==> config.mk <==
export PLATFORM = sky130hd
export DESIGN_NAME = bram_frame_reader_flat
export DESIGN_NICKNAME = d
export VERILOG_FILES = /design/src/rtl/bram_frame_reader_if.sv /design/src/rtl/bram_frame_reader.sv /design/src/flat_wrapper.sv
export SDC_FILE = /design/constraint.sdc
export NUM_CORES = 1
export LEC_CHECK = 0
export CAP_MARGIN = 5
export CELL_PAD_IN_SITES_DETAIL_PLACEMENT = 0
export CELL_PAD_IN_SITES_GLOBAL_PLACEMENT = 2
export CORE_MARGIN = 2
export CORE_UTILIZATION = 40
export DETAILED_ROUTE_END_ITERATION = 6
export HOLD_SLACK_MARGIN = 0.15
export PLACE_DENSITY_LB_ADDON = 0.1
export SETUP_SLACK_MARGIN = 0.2
export SLEW_MARGIN = 25
export SYNTH_ARGS = -nofsm -noshare
export SYNTH_HDL_FRONTEND = slang
export SYNTH_SLANG_ARGS = --single-unit
==> constraint.sdc <==
create_clock -name clka -period 7 [get_ports clka]
set_clock_uncertainty 0.05 [all_clocks]
set_input_delay 0.7 -clock clka [delete_from_list [all_inputs] [get_ports clka]]
set_output_delay 0.7 -clock clka [all_outputs]
set_load 0.03 [all_outputs]
==> src/rtl/bram_frame_reader_if.sv <==
// Pixel stream between the frame reader and its consumer.
// Carries data, valid/ready, end-of-line and start-of-frame sideband.
interface bram_frame_reader_if #(
  parameter int DATA_WIDTH = 8
) ();
  logic [DATA_WIDTH-1:0] m_tdata;
  logic                  m_tvalid;
  logic                  m_tready;
  logic                  m_tlast;
  logic                  m_tuser;

  modport master (
    output m_tdata, m_tvalid, m_tlast, m_tuser,
    input  m_tready
  );

  modport slave (
    input  m_tdata, m_tvalid, m_tlast, m_tuser,
    output m_tready
  );
endinterface

==> src/rtl/bram_frame_reader.sv <==
// Frame buffer read master: streams FRAME_W*FRAME_H pixels from a BRAM port
// through a small credit-gated FIFO onto a valid/ready pixel interface.
module bram_frame_reader #(
  parameter int DATA_WIDTH = 8,
  parameter int ADDR_WIDTH = 19,
  parameter int FRAME_W    = 640,
  parameter int FRAME_H    = 480,
  parameter int RD_LATENCY = 2,
  parameter int FIFO_DEPTH = 4
) (
  input  logic                  clka,
  input  logic                  rstb,
  input  logic                  start,
  output logic                  busy,
  output logic                  done,
  output logic [ADDR_WIDTH-1:0] bram_addr,
  output logic                  bram_en,
  output logic                  bram_regce,
  output logic                  bram_we,
  input  logic [DATA_WIDTH-1:0] bram_dout,
  bram_frame_reader_if.master   m_axis
);

  localparam int PTR_W = $clog2(FIFO_DEPTH);
  localparam int CNT_W = PTR_W + 1;
  localparam int ENT_W = DATA_WIDTH + 2;
  localparam logic [ADDR_WIDTH-1:0] LAST_IDX = ADDR_WIDTH'(FRAME_W * FRAME_H - 1);
  localparam logic [ADDR_WIDTH-1:0] LAST_X   = ADDR_WIDTH'(FRAME_W - 1);
  localparam logic [ADDR_WIDTH-1:0] LAST_Y   = ADDR_WIDTH'(FRAME_H - 1);

  generate
    if (longint'(FRAME_W) * longint'(FRAME_H) > (longint'(1) << ADDR_WIDTH)) begin : g_chk_frame
      $error("bram_frame_reader: FRAME_W*FRAME_H exceeds the address space");
    end
    if (((FIFO_DEPTH & (FIFO_DEPTH - 1)) != 0) || (FIFO_DEPTH < RD_LATENCY + 1)) begin : g_chk_fifo
      $error("bram_frame_reader: FIFO_DEPTH must be a power of 2 and > RD_LATENCY");
    end
  endgenerate

  typedef enum logic [1:0] {S_IDLE, S_RUN, S_DRAIN, S_DONE} state_t;

  state_t                  state_q, state_d;
  logic [ADDR_WIDTH-1:0]   idx_q, x_q, y_q;
  logic [RD_LATENCY-1:0]   sr_vld_q, sr_last_q, sr_user_q;
  logic [ENT_W-1:0]        fifo_mem [FIFO_DEPTH];
  logic [PTR_W-1:0]        wr_ptr_q, rd_ptr_q;
  logic [CNT_W-1:0]        fifo_count_q, inflight;
  logic [ENT_W-1:0]        head;
  logic                    rd_en, push, pop, fifo_empty, credit_ok, drain_done;

  always_comb begin
    inflight = '0;
    for (int i = 0; i < RD_LATENCY; i++) inflight = inflight + CNT_W'(sr_vld_q[i]);
  end

  assign push       = sr_vld_q[RD_LATENCY-1];
  assign fifo_empty = (fifo_count_q == '0);
  assign pop        = m_axis.m_tvalid && m_axis.m_tready;
  // Outstanding reads reserve FIFO slots, so returning data always has room.
  assign credit_ok  = ({1'b0, inflight} + {1'b0, fifo_count_q}) < (CNT_W + 1)'(FIFO_DEPTH);
  assign drain_done = (inflight == '0) &&
                      (fifo_empty || ((fifo_count_q == CNT_W'(1)) && pop));

  always_ff @(posedge clka) begin
    // NOTE: sequential state uses non-blocking assignments so every register
    // samples pre-edge values regardless of statement order.
    if (!rstb) state_q <= S_IDLE;
    else       state_q <= state_d;
  end

  always_comb begin
    // NOTE: every output gets a default first so no path leaves it unassigned
    // and no latch is inferred.
    state_d = state_q;
    rd_en   = 1'b0;
    busy    = 1'b0;
    done    = 1'b0;
    case (state_q)
      S_IDLE:  if (start) state_d = S_RUN;
      S_RUN: begin
        busy  = 1'b1;
        rd_en = credit_ok;
        if (rd_en && (idx_q == LAST_IDX)) state_d = S_DRAIN;
      end
      S_DRAIN: begin
        busy = 1'b1;
        if (drain_done) state_d = S_DONE;
      end
      S_DONE: begin
        done    = 1'b1;
        state_d = S_IDLE;
      end
      default: state_d = S_IDLE;
    endcase
  end

  assign bram_en    = rd_en;
  assign bram_addr  = rd_en ? idx_q : '0;
  assign bram_regce = 1'b1;
  assign bram_we    = 1'b0;

  always_ff @(posedge clka) begin
    if (!rstb || ((state_q == S_IDLE) && start)) begin
      idx_q <= '0;
      x_q   <= '0;
      y_q   <= '0;
    end else if (rd_en) begin
      idx_q <= idx_q + ADDR_WIDTH'(1);
      if (x_q == LAST_X) begin
        x_q <= '0;
        y_q <= (y_q == LAST_Y) ? '0 : y_q + ADDR_WIDTH'(1);
      end else begin
        x_q <= x_q + ADDR_WIDTH'(1);
      end
    end
  end

  // Sideband rides alongside the read-valid bit so it lands with its pixel.
  always_ff @(posedge clka) begin
    if (!rstb) begin
      sr_vld_q  <= '0;
      sr_last_q <= '0;
      sr_user_q <= '0;
    end else begin
      sr_vld_q[0]  <= rd_en;
      sr_last_q[0] <= (x_q == LAST_X);
      sr_user_q[0] <= (x_q == '0) && (y_q == '0);
      for (int i = 1; i < RD_LATENCY; i++) begin
        sr_vld_q[i]  <= sr_vld_q[i-1];
        sr_last_q[i] <= sr_last_q[i-1];
        sr_user_q[i] <= sr_user_q[i-1];
      end
    end
  end

  always_ff @(posedge clka) begin
    if (!rstb) begin
      wr_ptr_q     <= '0;
      rd_ptr_q     <= '0;
      fifo_count_q <= '0;
    end else begin
      if (push) wr_ptr_q <= wr_ptr_q + PTR_W'(1);
      if (pop)  rd_ptr_q <= rd_ptr_q + PTR_W'(1);
      case ({push, pop})
        2'b10:   fifo_count_q <= fifo_count_q + CNT_W'(1);
        2'b01:   fifo_count_q <= fifo_count_q - CNT_W'(1);
        default: fifo_count_q <= fifo_count_q;
      endcase
    end
  end

  // NOTE: storage is not reset; the pointers and count define which entries
  // are valid, and leaving the array unreset lets it map onto distributed RAM.
  always_ff @(posedge clka) begin
    if (push) fifo_mem[wr_ptr_q] <= {sr_last_q[RD_LATENCY-1], sr_user_q[RD_LATENCY-1], bram_dout};
  end

  assign head            = fifo_mem[rd_ptr_q];
  assign m_axis.m_tvalid = !fifo_empty;
  assign m_axis.m_tdata  = fifo_empty ? '0   : head[DATA_WIDTH-1:0];
  assign m_axis.m_tuser  = fifo_empty ? 1'b0 : head[DATA_WIDTH];
  assign m_axis.m_tlast  = fifo_empty ? 1'b0 : head[DATA_WIDTH+1];

  a_fifo_no_overflow: assert property (@(posedge clka) disable iff (!rstb)
    push |-> (fifo_count_q < CNT_W'(FIFO_DEPTH)));

endmodule

==> src/flat_wrapper.sv <==
// flat-port wrapper written by rule: the top's interface ports become plain ports
module bram_frame_reader_flat 
#(
  parameter int DATA_WIDTH = 8,
  parameter int ADDR_WIDTH = 19,
  parameter int FRAME_W    = 640,
  parameter int FRAME_H    = 480,
  parameter int RD_LATENCY = 2,
  parameter int FIFO_DEPTH = 4
)
  (clka, rstb, start, busy, done, bram_addr, bram_en, bram_regce, bram_we, bram_dout, m_axis_m_tdata, m_axis_m_tvalid, m_axis_m_tlast, m_axis_m_tuser, m_axis_m_tready);
  bram_frame_reader_if #(.DATA_WIDTH(DATA_WIDTH)) m_axis_i ();
  input  logic clka;
  input  logic rstb;
  input  logic start;
  output logic busy;
  output logic done;
  output logic [ADDR_WIDTH-1:0] bram_addr;
  output logic bram_en;
  output logic bram_regce;
  output logic bram_we;
  input  logic [DATA_WIDTH-1:0] bram_dout;
  output wire logic [$bits(m_axis_i.m_tdata)-1:0] m_axis_m_tdata;
  output wire logic [$bits(m_axis_i.m_tvalid)-1:0] m_axis_m_tvalid;
  output wire logic [$bits(m_axis_i.m_tlast)-1:0] m_axis_m_tlast;
  output wire logic [$bits(m_axis_i.m_tuser)-1:0] m_axis_m_tuser;
  input wire logic [$bits(m_axis_i.m_tready)-1:0] m_axis_m_tready;
  assign m_axis_m_tdata = m_axis_i.m_tdata;
  assign m_axis_m_tvalid = m_axis_i.m_tvalid;
  assign m_axis_m_tlast = m_axis_i.m_tlast;
  assign m_axis_m_tuser = m_axis_i.m_tuser;
  assign m_axis_i.m_tready = m_axis_m_tready;
  bram_frame_reader #(.DATA_WIDTH(DATA_WIDTH), .ADDR_WIDTH(ADDR_WIDTH), .FRAME_W(FRAME_W), .FRAME_H(FRAME_H), .RD_LATENCY(RD_LATENCY), .FIFO_DEPTH(FIFO_DEPTH)) u_core (.clka(clka), .rstb(rstb), .start(start), .busy(busy), .done(done), .bram_addr(bram_addr), .bram_en(bram_en), .bram_regce(bram_regce), .bram_we(bram_we), .bram_dout(bram_dout), .m_axis(m_axis_i));
endmodule
==> summary.txt <==
slowest CP cell = clkdlybuf4s50_1
switching pwr = 0.575 mW
H-tree level count = 4
CTS Hold Bufs = 0
vias per cell = 5.13
die height = 119 um
Antenna Cells = 0
Setup TNS = 0 ps
hold depth = 1
Levels on crit path = 7
Crit Path Max Fanout = 22
Skew-Pair Late Insertion Delay = 410 ps
Post-synth EDFFs = 40
overall power = 2.01 mW
Area growth syn-to-layout = 21.8%
Cell Chain, Critical Path = ha_1, ha_1, a311oi_2, buf_4, nand2_1, inv_1, clkdlybuf4s50_1
Overflow after GRT = 0
TritonCTS Buffers = 17
top post-synthesis cells by area = dfxtp_1 (28%), edfxtp_1 (23%), ha_1 (5.2%)
library cells used by synthesis = 41
commonest non-fill, non-tap cell in the layout = dfxtp_1
clock share of power = 41.9%
IO Pins = 47
Flop pwr share = 37.9%
Req. time, crit path = 6250 ps
gpl congestion = 0.819
detailed router's first-iteration violation count = 222
sequential area share after synthesis = 50.4%
area of the multi-input gates = 2470 um^2
layout cell share with drive strength beyond 1 = 8.73%
syn_nets = 551
Top cell by count, worst path = ha_1
FILL cells = 1227
kind of cell adding the most delay to the critical path = buffers and inverters
clock-pin slew on the worst setup and hold paths = 50 ps
CTS Sinks = 114
worst reg2reg path depth = 7
Pre-Repair DR Iteration Count = 4
outcome = finished clean
Place WS = 3400 ps
Routed Antenna Nets = 0
Synth top area share = 27.8%
Reg area = 2680 um^2
final worst path period share = 57.3%
Power Density = 311 nW/um^2
Critical Path AT = 3260 ps
Max Slew Vio Count = 0
vias in the first global route = 3773
Yosys reg bits = 114
power share of the combinational group = 20.2%
HP Class = reg2reg
switching share of power = 28.6%
fmax = 249 MHz
Core ar. = 13100 um^2
area leader, netlist = dfxtp_1
syn avg cell area = 10.3 um^2
clock root cell = clkbuf_16
Die X-Extent = 119 um
nets = 594
initial antenna violation count = 0
YS warnings = 0
max cap viols = 0
Core Util, Final = 49.3%
RSZ-0062 raised after global routing = no
HPWL after detailed placement = 7660 um
Int Power = 1.44 mW
DRC = 0
Max VDD drop = 0.128 mV
kind of critical path = reg2out
DR WL/cell = 14.9 um
GRT Total Usage = 16.9%
synthesized cell area = 5320 um^2
most frequent cells in the layout = dfxtp_1 (74), nor2_1 (55), clkdlybuf4s50_1 (44), edfxtp_1 (40), xnor2_1 (31)
crit start category = register
die area = 14200 um^2
largest net degree at the start of global routing = 24
setup bufs post-CTS = 0
Tmin final = 4010 ps
Port-buffer cells = 44
post-synthesis cell count = 517
clock buffer depth = 2
CTS tree = built
final setup fails = 0
PnR worst setup slack = 2990 ps
Slew headroom = 41.2%
via count = 3840
Worst-Margin Slew = 881 ps
placed cell count = 717
site row count = 42
Resize count post-CTS = 0
Static Leak = 2.21 nW
global-route wire length before repair = 18800 um
total length of routed wires = 11100 um
asr flop ratio synth = 0%
Worst setup EP type = primary output
main flop type after synthesis = dfxtp_1
CP peak stage delay = 750 ps
Final Hold Viols = 0
Buf/Inv on CP = 3
initial core utilization = 40.5%
Non-Filler Instances = 749
## cell type report
| class | count | area share [%] |
|---|---|---|
| Sequential cell | 114 | 41.4 |
| Multi-Input combinational cell | 361 | 38.1 |
| Timing Repair Buffer | 46 | 7.03 |
| Clock buffer | 20 | 6.74 |
| Tap cell | 176 | 3.40 |
| Clock inverter | 12 | 2.18 |
| Inverter | 20 | 1.16 |
## stage by stage
stage                     cell area (um^2)  hold slack [ps]
after floorplan                       5320              362
final                                 6480              382
after detailed placement              5900              374
after global placement                5900              371
after global routing                  6480              393
after CTS                             6480              384
## cell usage after synthesis (all sizes together), types with 2 or more instances
master,n
and3,21
nand3,25
and4,8
nor3,16
clkbuf,16
mux4,10
ha,22
edfxtp,40
a21oi,19
nor2,61
o31ai,2
dfxtp,74
or4,4
nor3b,2
or3,8
nor4,19
nand2,27
conb,2
mux2i,2
and2,21
buf,6
inv,20
a311oi,2
nand4,23
xnor2,31
o21ai,10
xor2,18
## final timing paths
| check | from | end | slack, ps |
|---|---|---|---|
| worst max-delay path | u_core.sr_vld_q[1] | bram_en | 2990 |
| worst min-delay path | u_core.sr_user_q[0] | u_core.sr_user_q[1] | 380 |
| worst max register to register | u_core.sr_vld_q[1] | u_core.y_q[0] | 3860 |
| worst min register to register | u_core.sr_user_q[0] | u_core.sr_user_q[1] | 380 |
## worst reg2reg max path: cells and delay by family (launching register included)
| kind | cells | cell delay (ps) |
|---|---|---|
| fa+ha+maj | 2 | 440 |
| simple gates | 3 | 1440 |
| flops | 1 | 450 |
| compound gates | 2 | 600 |
## layer usage
| metal | vias up | track usage [%] | wire [um] |
|---|---|---|---|
| li1 | 1937 | - | - |
| met1 | 1825 | 22.2 | 5490 |
| met2 | 61 | 26.3 | 5150 |
| met3 | 17 | 4.69 | 322 |
| met4 | 0 | 7.35 | 181 |
| met5 | - | 0 | 0 |
## power by group through the flow
| stage | clock network [mW] | registers (mW) | logic (mW) |
|---|---|---|---|
| after floorplan | 0 | 0.752 | 0.306 |
| after global placement | 0 | 0.778 | 0.407 |
| after detailed placement | 0 | 0.778 | 0.412 |
| after CTS | 0.869 | 0.765 | 0.414 |
| after global routing | 0.898 | 0.771 | 0.448 |
| final | 0.844 | 0.764 | 0.407 |
## kinds of logic after synthesis
group / share of synthesized area [%]
other cells: 0.141
simple gates: 24.3
mux: 4.61
compound gates: 4.02
buf+inv: 3.29
flops: 50.4
fa+ha+maj: 5.17
xor+xnor: 8.07
## state kept, by name (all words and copies together) (netlist names), named ones only
register             flops
u_core.fifo_mem         40
u_core.rd_ptr_q          2
u_core.idx_q            19
u_core.sr_vld_q          2
u_core.x_q              19
u_core.sr_user_q         2
u_core.wr_ptr_q          2
u_core.y_q              19
u_core.fifo_count_q      3
u_core.state_q           2
u_core.sr_last_q         2
Power figures use the tool's default switching activity.
